### config.mk
export PLATFORM = sky130hd
export DESIGN_NAME = pos_input_ring_injector_flat
export DESIGN_NICKNAME = d
export VERILOG_FILES = /design/src/rtl/pos_input_ring_injector_if.sv /design/src/rtl/pos_input_ring_injector.sv /design/src/flat_wrapper.sv
export SDC_FILE = /design/constraint.sdc
export NUM_CORES = 1
export LEC_CHECK = 0
export ABC_AREA = 1
export BUFFER_PORTS_ARGS = -buffer_cell sky130_fd_sc_hd__buf_2
export CORE_AREA = 2 2 128 130
export DETAILED_ROUTE_END_ITERATION = 10
export DIE_AREA = 0 0 130 132
export PLACE_DENSITY = 0.65
export SLEW_MARGIN = 40
export SYNTH_ARGS = -nofsm -noshare
export SYNTH_HDL_FRONTEND = slang
export SYNTH_SLANG_ARGS = --single-unit
### constraint.sdc
create_clock -name clk -period 2.1 [get_ports clk]
set_input_delay 0.42 -clock clk [delete_from_list [all_inputs] [get_ports clk]]
set_output_delay 0.42 -clock clk [all_outputs]
set_load 0.005 [all_outputs]
### src/rtl/pos_input_ring_injector_if.sv
// Ring-node link bundle: upstream neighbour input, local injection input and
// the registered downstream ring output, plus the injected-packet counter.
interface pos_input_ring_injector_if #(
  parameter int GLOBAL_CELL_ID_WIDTH = 3,
  parameter int OFFSET_WIDTH         = 30,
  parameter int HOP_WIDTH            = 4,
  parameter int CNT_WIDTH            = 16
);
  logic                              i_up_valid;
  logic [3*GLOBAL_CELL_ID_WIDTH-1:0] i_up_gcid;
  logic [3*OFFSET_WIDTH-1:0]         i_up_pos;
  logic [HOP_WIDTH-1:0]              i_up_hop;
  logic                              o_up_ready;
  logic                              i_inj_valid;
  logic [3*GLOBAL_CELL_ID_WIDTH-1:0] i_inj_gcid;
  logic [3*OFFSET_WIDTH-1:0]         i_inj_pos;
  logic                              o_inj_ready;
  logic                              o_ring_valid;
  logic [3*GLOBAL_CELL_ID_WIDTH-1:0] o_ring_gcid;
  logic [3*OFFSET_WIDTH-1:0]         o_ring_pos;
  logic [HOP_WIDTH-1:0]              o_ring_hop;
  logic                              i_ring_ready;
  logic [CNT_WIDTH-1:0]              o_inj_count;

  modport slave (
    input  i_up_valid, i_up_gcid, i_up_pos, i_up_hop,
    input  i_inj_valid, i_inj_gcid, i_inj_pos, i_ring_ready,
    output o_up_ready, o_inj_ready, o_ring_valid, o_ring_gcid,
    output o_ring_pos, o_ring_hop, o_inj_count
  );

  modport master (
    output i_up_valid, i_up_gcid, i_up_pos, i_up_hop,
    output i_inj_valid, i_inj_gcid, i_inj_pos, i_ring_ready,
    input  o_up_ready, o_inj_ready, o_ring_valid, o_ring_gcid,
    input  o_ring_pos, o_ring_hop, o_inj_count
  );
endinterface

### src/rtl/pos_input_ring_injector.sv
// Position input ring node: merges upstream through-traffic with local packets
// onto a single registered downstream link, with starvation-bounded injection.
module pos_input_ring_injector #(
  parameter int GLOBAL_CELL_ID_WIDTH = 3,
  parameter int OFFSET_WIDTH         = 30,
  parameter int HOP_WIDTH            = 4,
  parameter int NUM_RING_NODES       = 8,
  parameter int MAX_STARVE           = 4,
  parameter int CNT_WIDTH            = 16
) (
  input logic clk,
  input logic rst_n,
  pos_input_ring_injector_if.slave bus
);
  localparam int GW  = 3*GLOBAL_CELL_ID_WIDTH;
  localparam int PW  = 3*OFFSET_WIDTH;
  localparam int STW = $clog2(MAX_STARVE+1);
  localparam logic [STW-1:0]       STARVE_MAX = STW'(MAX_STARVE);
  localparam logic [HOP_WIDTH-1:0] INJ_HOP    = HOP_WIDTH'(NUM_RING_NODES-1);

  logic                 ring_valid_q, ring_valid_d;
  logic [GW-1:0]        ring_gcid_q, ring_gcid_d;
  logic [PW-1:0]        ring_pos_q, ring_pos_d;
  logic [HOP_WIDTH-1:0] ring_hop_q, ring_hop_d;
  logic [CNT_WIDTH-1:0] inj_count_q, inj_count_d;
  logic [STW-1:0]       starve_q, starve_d;
  logic                 load_en, force_inj, up_grant, inj_grant;

  // Grants are gated by rst_n so nothing is accepted while the node is held in reset.
  always_comb begin
    load_en   = !ring_valid_q || bus.i_ring_ready;
    force_inj = (starve_q == STARVE_MAX) && bus.i_inj_valid;
    up_grant  = 1'b0;
    inj_grant = 1'b0;
    if (rst_n && load_en) begin
      if (bus.i_up_valid && !force_inj) begin
        up_grant = 1'b1;
      end else if (bus.i_inj_valid) begin
        inj_grant = 1'b1;
      end
    end
  end

  always_comb begin
    ring_valid_d = ring_valid_q;
    ring_gcid_d  = ring_gcid_q;
    ring_pos_d   = ring_pos_q;
    ring_hop_d   = ring_hop_q;
    inj_count_d  = inj_count_q;
    starve_d     = starve_q;
    if (load_en) begin
      ring_valid_d = 1'b0;
    end
    if (up_grant) begin
      // An expired hop count is consumed here and never reaches the ring.
      ring_valid_d = (bus.i_up_hop != '0);
      ring_gcid_d  = bus.i_up_gcid;
      ring_pos_d   = bus.i_up_pos;
      ring_hop_d   = bus.i_up_hop - HOP_WIDTH'(1);
    end else if (inj_grant) begin
      ring_valid_d = 1'b1;
      ring_gcid_d  = bus.i_inj_gcid;
      ring_pos_d   = bus.i_inj_pos;
      ring_hop_d   = INJ_HOP;
      inj_count_d  = inj_count_q + CNT_WIDTH'(1);
    end
    if (!bus.i_inj_valid || inj_grant) begin
      starve_d = '0;
    end else if (up_grant && (starve_q != STARVE_MAX)) begin
      starve_d = starve_q + STW'(1);
    end
  end

  always_ff @(posedge clk or negedge rst_n) begin
    if (!rst_n) begin
      ring_valid_q <= 1'b0;
      ring_gcid_q  <= '0;
      ring_pos_q   <= '0;
      ring_hop_q   <= '0;
      inj_count_q  <= '0;
      starve_q     <= '0;
    end else begin
      ring_valid_q <= ring_valid_d;
      ring_gcid_q  <= ring_gcid_d;
      ring_pos_q   <= ring_pos_d;
      ring_hop_q   <= ring_hop_d;
      inj_count_q  <= inj_count_d;
      starve_q     <= starve_d;
    end
  end

  assign bus.o_up_ready   = up_grant;
  assign bus.o_inj_ready  = inj_grant;
  assign bus.o_ring_valid = ring_valid_q;
  assign bus.o_ring_gcid  = ring_gcid_q;
  assign bus.o_ring_pos   = ring_pos_q;
  assign bus.o_ring_hop   = ring_hop_q;
  assign bus.o_inj_count  = inj_count_q;
endmodule
### src/flat_wrapper.sv
// flat-port wrapper written by rule: the top's interface ports become plain ports
module pos_input_ring_injector_flat 
#(
  parameter int GLOBAL_CELL_ID_WIDTH = 3,
  parameter int OFFSET_WIDTH         = 30,
  parameter int HOP_WIDTH            = 4,
  parameter int NUM_RING_NODES       = 8,
  parameter int MAX_STARVE           = 4,
  parameter int CNT_WIDTH            = 16
)
  (clk, rst_n, bus_i_up_valid, bus_i_up_gcid, bus_i_up_pos, bus_i_up_hop, bus_i_inj_valid, bus_i_inj_gcid, bus_i_inj_pos, bus_i_ring_ready, bus_o_up_ready, bus_o_inj_ready, bus_o_ring_valid, bus_o_ring_gcid, bus_o_ring_pos, bus_o_ring_hop, bus_o_inj_count);
  pos_input_ring_injector_if #(.GLOBAL_CELL_ID_WIDTH(GLOBAL_CELL_ID_WIDTH), .OFFSET_WIDTH(OFFSET_WIDTH), .HOP_WIDTH(HOP_WIDTH), .CNT_WIDTH(CNT_WIDTH)) bus_i ();
  input logic clk;
  input logic rst_n;
  input wire logic [$bits(bus_i.i_up_valid)-1:0] bus_i_up_valid;
  input wire logic [$bits(bus_i.i_up_gcid)-1:0] bus_i_up_gcid;
  input wire logic [$bits(bus_i.i_up_pos)-1:0] bus_i_up_pos;
  input wire logic [$bits(bus_i.i_up_hop)-1:0] bus_i_up_hop;
  input wire logic [$bits(bus_i.i_inj_valid)-1:0] bus_i_inj_valid;
  input wire logic [$bits(bus_i.i_inj_gcid)-1:0] bus_i_inj_gcid;
  input wire logic [$bits(bus_i.i_inj_pos)-1:0] bus_i_inj_pos;
  input wire logic [$bits(bus_i.i_ring_ready)-1:0] bus_i_ring_ready;
  output wire logic [$bits(bus_i.o_up_ready)-1:0] bus_o_up_ready;
  output wire logic [$bits(bus_i.o_inj_ready)-1:0] bus_o_inj_ready;
  output wire logic [$bits(bus_i.o_ring_valid)-1:0] bus_o_ring_valid;
  output wire logic [$bits(bus_i.o_ring_gcid)-1:0] bus_o_ring_gcid;
  output wire logic [$bits(bus_i.o_ring_pos)-1:0] bus_o_ring_pos;
  output wire logic [$bits(bus_i.o_ring_hop)-1:0] bus_o_ring_hop;
  output wire logic [$bits(bus_i.o_inj_count)-1:0] bus_o_inj_count;
  assign bus_i.i_up_valid = bus_i_up_valid;
  assign bus_i.i_up_gcid = bus_i_up_gcid;
  assign bus_i.i_up_pos = bus_i_up_pos;
  assign bus_i.i_up_hop = bus_i_up_hop;
  assign bus_i.i_inj_valid = bus_i_inj_valid;
  assign bus_i.i_inj_gcid = bus_i_inj_gcid;
  assign bus_i.i_inj_pos = bus_i_inj_pos;
  assign bus_i.i_ring_ready = bus_i_ring_ready;
  assign bus_o_up_ready = bus_i.o_up_ready;
  assign bus_o_inj_ready = bus_i.o_inj_ready;
  assign bus_o_ring_valid = bus_i.o_ring_valid;
  assign bus_o_ring_gcid = bus_i.o_ring_gcid;
  assign bus_o_ring_pos = bus_i.o_ring_pos;
  assign bus_o_ring_hop = bus_i.o_ring_hop;
  assign bus_o_inj_count = bus_i.o_inj_count;
  pos_input_ring_injector #(.GLOBAL_CELL_ID_WIDTH(GLOBAL_CELL_ID_WIDTH), .OFFSET_WIDTH(OFFSET_WIDTH), .HOP_WIDTH(HOP_WIDTH), .NUM_RING_NODES(NUM_RING_NODES), .MAX_STARVE(MAX_STARVE), .CNT_WIDTH(CNT_WIDTH)) u_core (.clk(clk), .rst_n(rst_n), .bus(bus_i));
endmodule
==> results.sh <==
export IMPL_slew_viol_final=0
export IMPL_min_period_ns=2.05
export IMPL_worst_path_max_fanout=3
export IMPL_cts_path_max_buffers=2
export IMPL_hold_violations=0
export IMPL_cp_start_kind="register"
export IMPL_fill_cells=1524
export IMPL_ir_drop_mv=0.492
export IMPL_drive_gt1_frac=0.363
export IMPL_vias_per_cell=4.83
export IMPL_postRouteAntennaNets=0
export IMPL_grt_max_degree=124
export IMPL_grt_first_pass_wirelength_um=29400
export IMPL_power_mw=7.64
export IMPL_endpoint_kind="output pin"
export IMPL_hold_buffers=0
export IMPL_grt_remaining_overflow=0
export IMPL_syn_area_um2=5860
export IMPL_fmax_ghz=0.487
export IMPL_port_buffers=328
export IMPL_synth_largest_area_cell="dfrtp_1"
export IMPL_drc=0
export IMPL_cts_buffers=17
export IMPL_drt_iter0_drc=411
export IMPL_cap_viol_max_count=0
export IMPL_path_clk_slew_ns=0.06
export IMPL_synthToLayoutAreaGrowth_pct=44.2
export IMPL_required_ns=1.68
export IMPL_diodes=0
export IMPL_finalCritPeriodShare=0.978
export IMPL_ys_ff_latch=123
export IMPL_worstSetupPathType="register to output pin"
export IMPL_die_height_um=132
export IMPL_vias=6206
export IMPL_setup_viol=0
export IMPL_arrival_ns=1.63
export IMPL_syn_nets=945
export IMPL_wl_um=18900
export IMPL_whs_ns=0.153
export IMPL_dieArea_um2=17200
export IMPL_htreeDepth=4
export IMPL_grt_antenna_before_repair=0
export IMPL_synth_area_leaders="dfrtp_1, nand3_1, nand2_1, buf_2, inv_1"
export IMPL_hpwl_um=13400
export IMPL_p_per_area_nw_per_um2=904
export IMPL_nets=1269
export IMPL_pin_count=329
export IMPL_hold_path_class="input pin to async pin"
export IMPL_dp_cells=1249
export IMPL_coreArea_um2=15700
export IMPL_syn_inst=733
export IMPL_clock_sinks=123
export IMPL_status="completed"
export IMPL_wl_per_cell_um=14.7
export IMPL_start_util=0.373
export IMPL_synth_warnings=0
export IMPL_fin_cells=1284
export IMPL_synth_cell_types=24
export IMPL_final_setup_skew_ns=0.00573
export IMPL_cts_tree="done"
export IMPL_worstMarginPinSlew_ns=0.656
export IMPL_utilization=0.538
export IMPL_multi_input_area_um2=2480
export IMPL_syn_area_per_cell_um2=8.00
export IMPL_grt_util_all_layers=0.217
export IMPL_die_w_um=130
export IMPL_insertion_delay_ns=0.41
export IMPL_firstDrtPassIters=5
export IMPL_synth_seq_area_share=0.525
export IMPL_root_buffer="clkbuf_16"
export IMPL_power_leakage_nw=4.58
export IMPL_num_rows=46
export IMPL_yosysTopAreaCellShare=0.525
export IMPL_fin_tns_setup_ns=0
export IMPL_relSlewSlack=0.562
export IMPL_seqCellArea_um2=3080
export IMPL_grt_pass1_vias=5983
export IMPL_routabilityCongestion=0.820
==> synth_stat cells <==
cell and number:
nand4_1 5, nand3_1 213, inv_1 20, xnor2_1 3, dfrtp_1 123, xor2_1 5
buf_2 22, clkbuf_1 15, buf_1 2, o21ai_0 10, o21a_1 2, nor4_1 1
nand2_1 270, ha_1 5, nor2_4 2, buf_4 5, o21ai_4 1, a21boi_2 1
buf_6 2, inv_2 2, a21oi_1 1, nand3b_1 2, nor2_1 20, a31oi_1 1
==> registers in the layout, indices dropped and copies added, names as in the netlist <==
| register | flops |
|---|---|
| u_core.starve_q | 3 |
| u_core.bus.o_ring_pos | 90 |
| u_core.bus.o_ring_valid | 1 |
| u_core.bus.o_ring_gcid | 9 |
| u_core.bus.o_ring_hop | 4 |
| u_core.bus.o_inj_count | 16 |
==> metal layers <==
| layer | vias to the layer above | track usage | share of wire |
|---|---|---|---|
| li1 | 3050 | - | - |
| met1 | 2869 | 0.248 | 0.39 |
| met2 | 255 | 0.385 | 0.51 |
| met3 | 32 | 0.0605 | 0.075 |
| met4 | 0 | 0.0765 | 0.018 |
| met5 | - | 0 | 0 |
==> cell families after synthesis <==
group,synth area share
buffers and inverters,0.0540
DFF,0.525
AOI/OAI and AO/OA,0.0177
and+or+nand+nor,0.380
adders and majority gates,0.0107
xor gates and xnor gates,0.0120
==> worst max-delay path, stage by stage, from the launching register on <==
cell	delay, ns
dfrtp_1	0.36
inv_1	0.08
ha_1	0.21
nand2_2	0.11
o21ai_4	0.07
buf_4	0.15
nor2_4	0.13
buf_6	0.12
==> layout make-up <==
type,instances,share of cell area
flip-flops and latches,123,0.364
clock buffers,23,0.0577
well taps,216,0.0320
repair buffers,351,0.226
inverters,22,0.00977
clock inverters,7,0.0163
multi-input cells,542,0.294
==> timing repair <==
action,4_1_cts,5_1_grt
resized for setup,2,0
gates cloned,0,0
setup buffers,2,3
pin swaps,3,1
setup endpoints to repair,1,2
==> cells in the final DEF (no fill, tap or decap), types with 5 or more instances in the layout <==
| master | Yosys | routed |
|---|---|---|
| buf_12 | 0 | 7 |
| buf_2 | 22 | 326 |
| buf_4 | 5 | 17 |
| clkbuf_16 | 0 | 17 |
| dfrtp_1 | 123 | 123 |
| ha_1 | 5 | 5 |
| inv_1 | 20 | 20 |
| nand2_1 | 270 | 267 |
| nand3_1 | 213 | 213 |
| nand4_1 | 5 | 5 |
| nor2_1 | 20 | 20 |
| o21ai_0 | 10 | 10 |
| xor2_1 | 5 | 5 |
==> where the power goes <==
| group | total [mW] | switching (mW) | leakage, nW | internal (mW) |
|---|---|---|---|---|
| Clock | 3.12 | 1.02 | 0.305 | 2.10 |
| Combinational | 1.48 | 0.765 | 2.72 | 0.716 |
| Sequential | 3.04 | 0.279 | 1.55 | 2.76 |
| Total | 7.64 | 2.06 | 4.58 | 5.58 |
==> final timing paths <==
path / startpoint / to / slack [ns] / cells after the start
worst max-delay path: u_core.starve_q[0] / bus_o_up_ready / 0.05 / 7
worst min-delay path: rst_n / u_core.bus.o_inj_count[2] / 0.15 / 2
min in group clk: bus_i_inj_pos[76] / u_core.bus.o_ring_pos[76] / 0.22 / 3
worst max register to register: u_core.starve_q[0] / u_core.bus.o_ring_pos[1] / 0.20 / 11
worst min register to register: u_core.bus.o_ring_hop[2] / u_core.bus.o_ring_hop[2] / 0.50 / 1
max in group asynchronous: rst_n / u_core.bus.o_ring_pos[8] / 1.47 / 2
==> through the flow <==
| step | setup slack (ns) | cell area, um^2 |
|---|---|---|
| final | 0.0458 | 8450 |
| after global routing | -0.0352 | 8450 |
| after CTS | 0.0170 | 8430 |
| after detailed placement | 0.239 | 7780 |
| after global placement | 0.262 | 7780 |
| after floorplan | 0.404 | 5860 |
(Power assumes the default switching activity.)
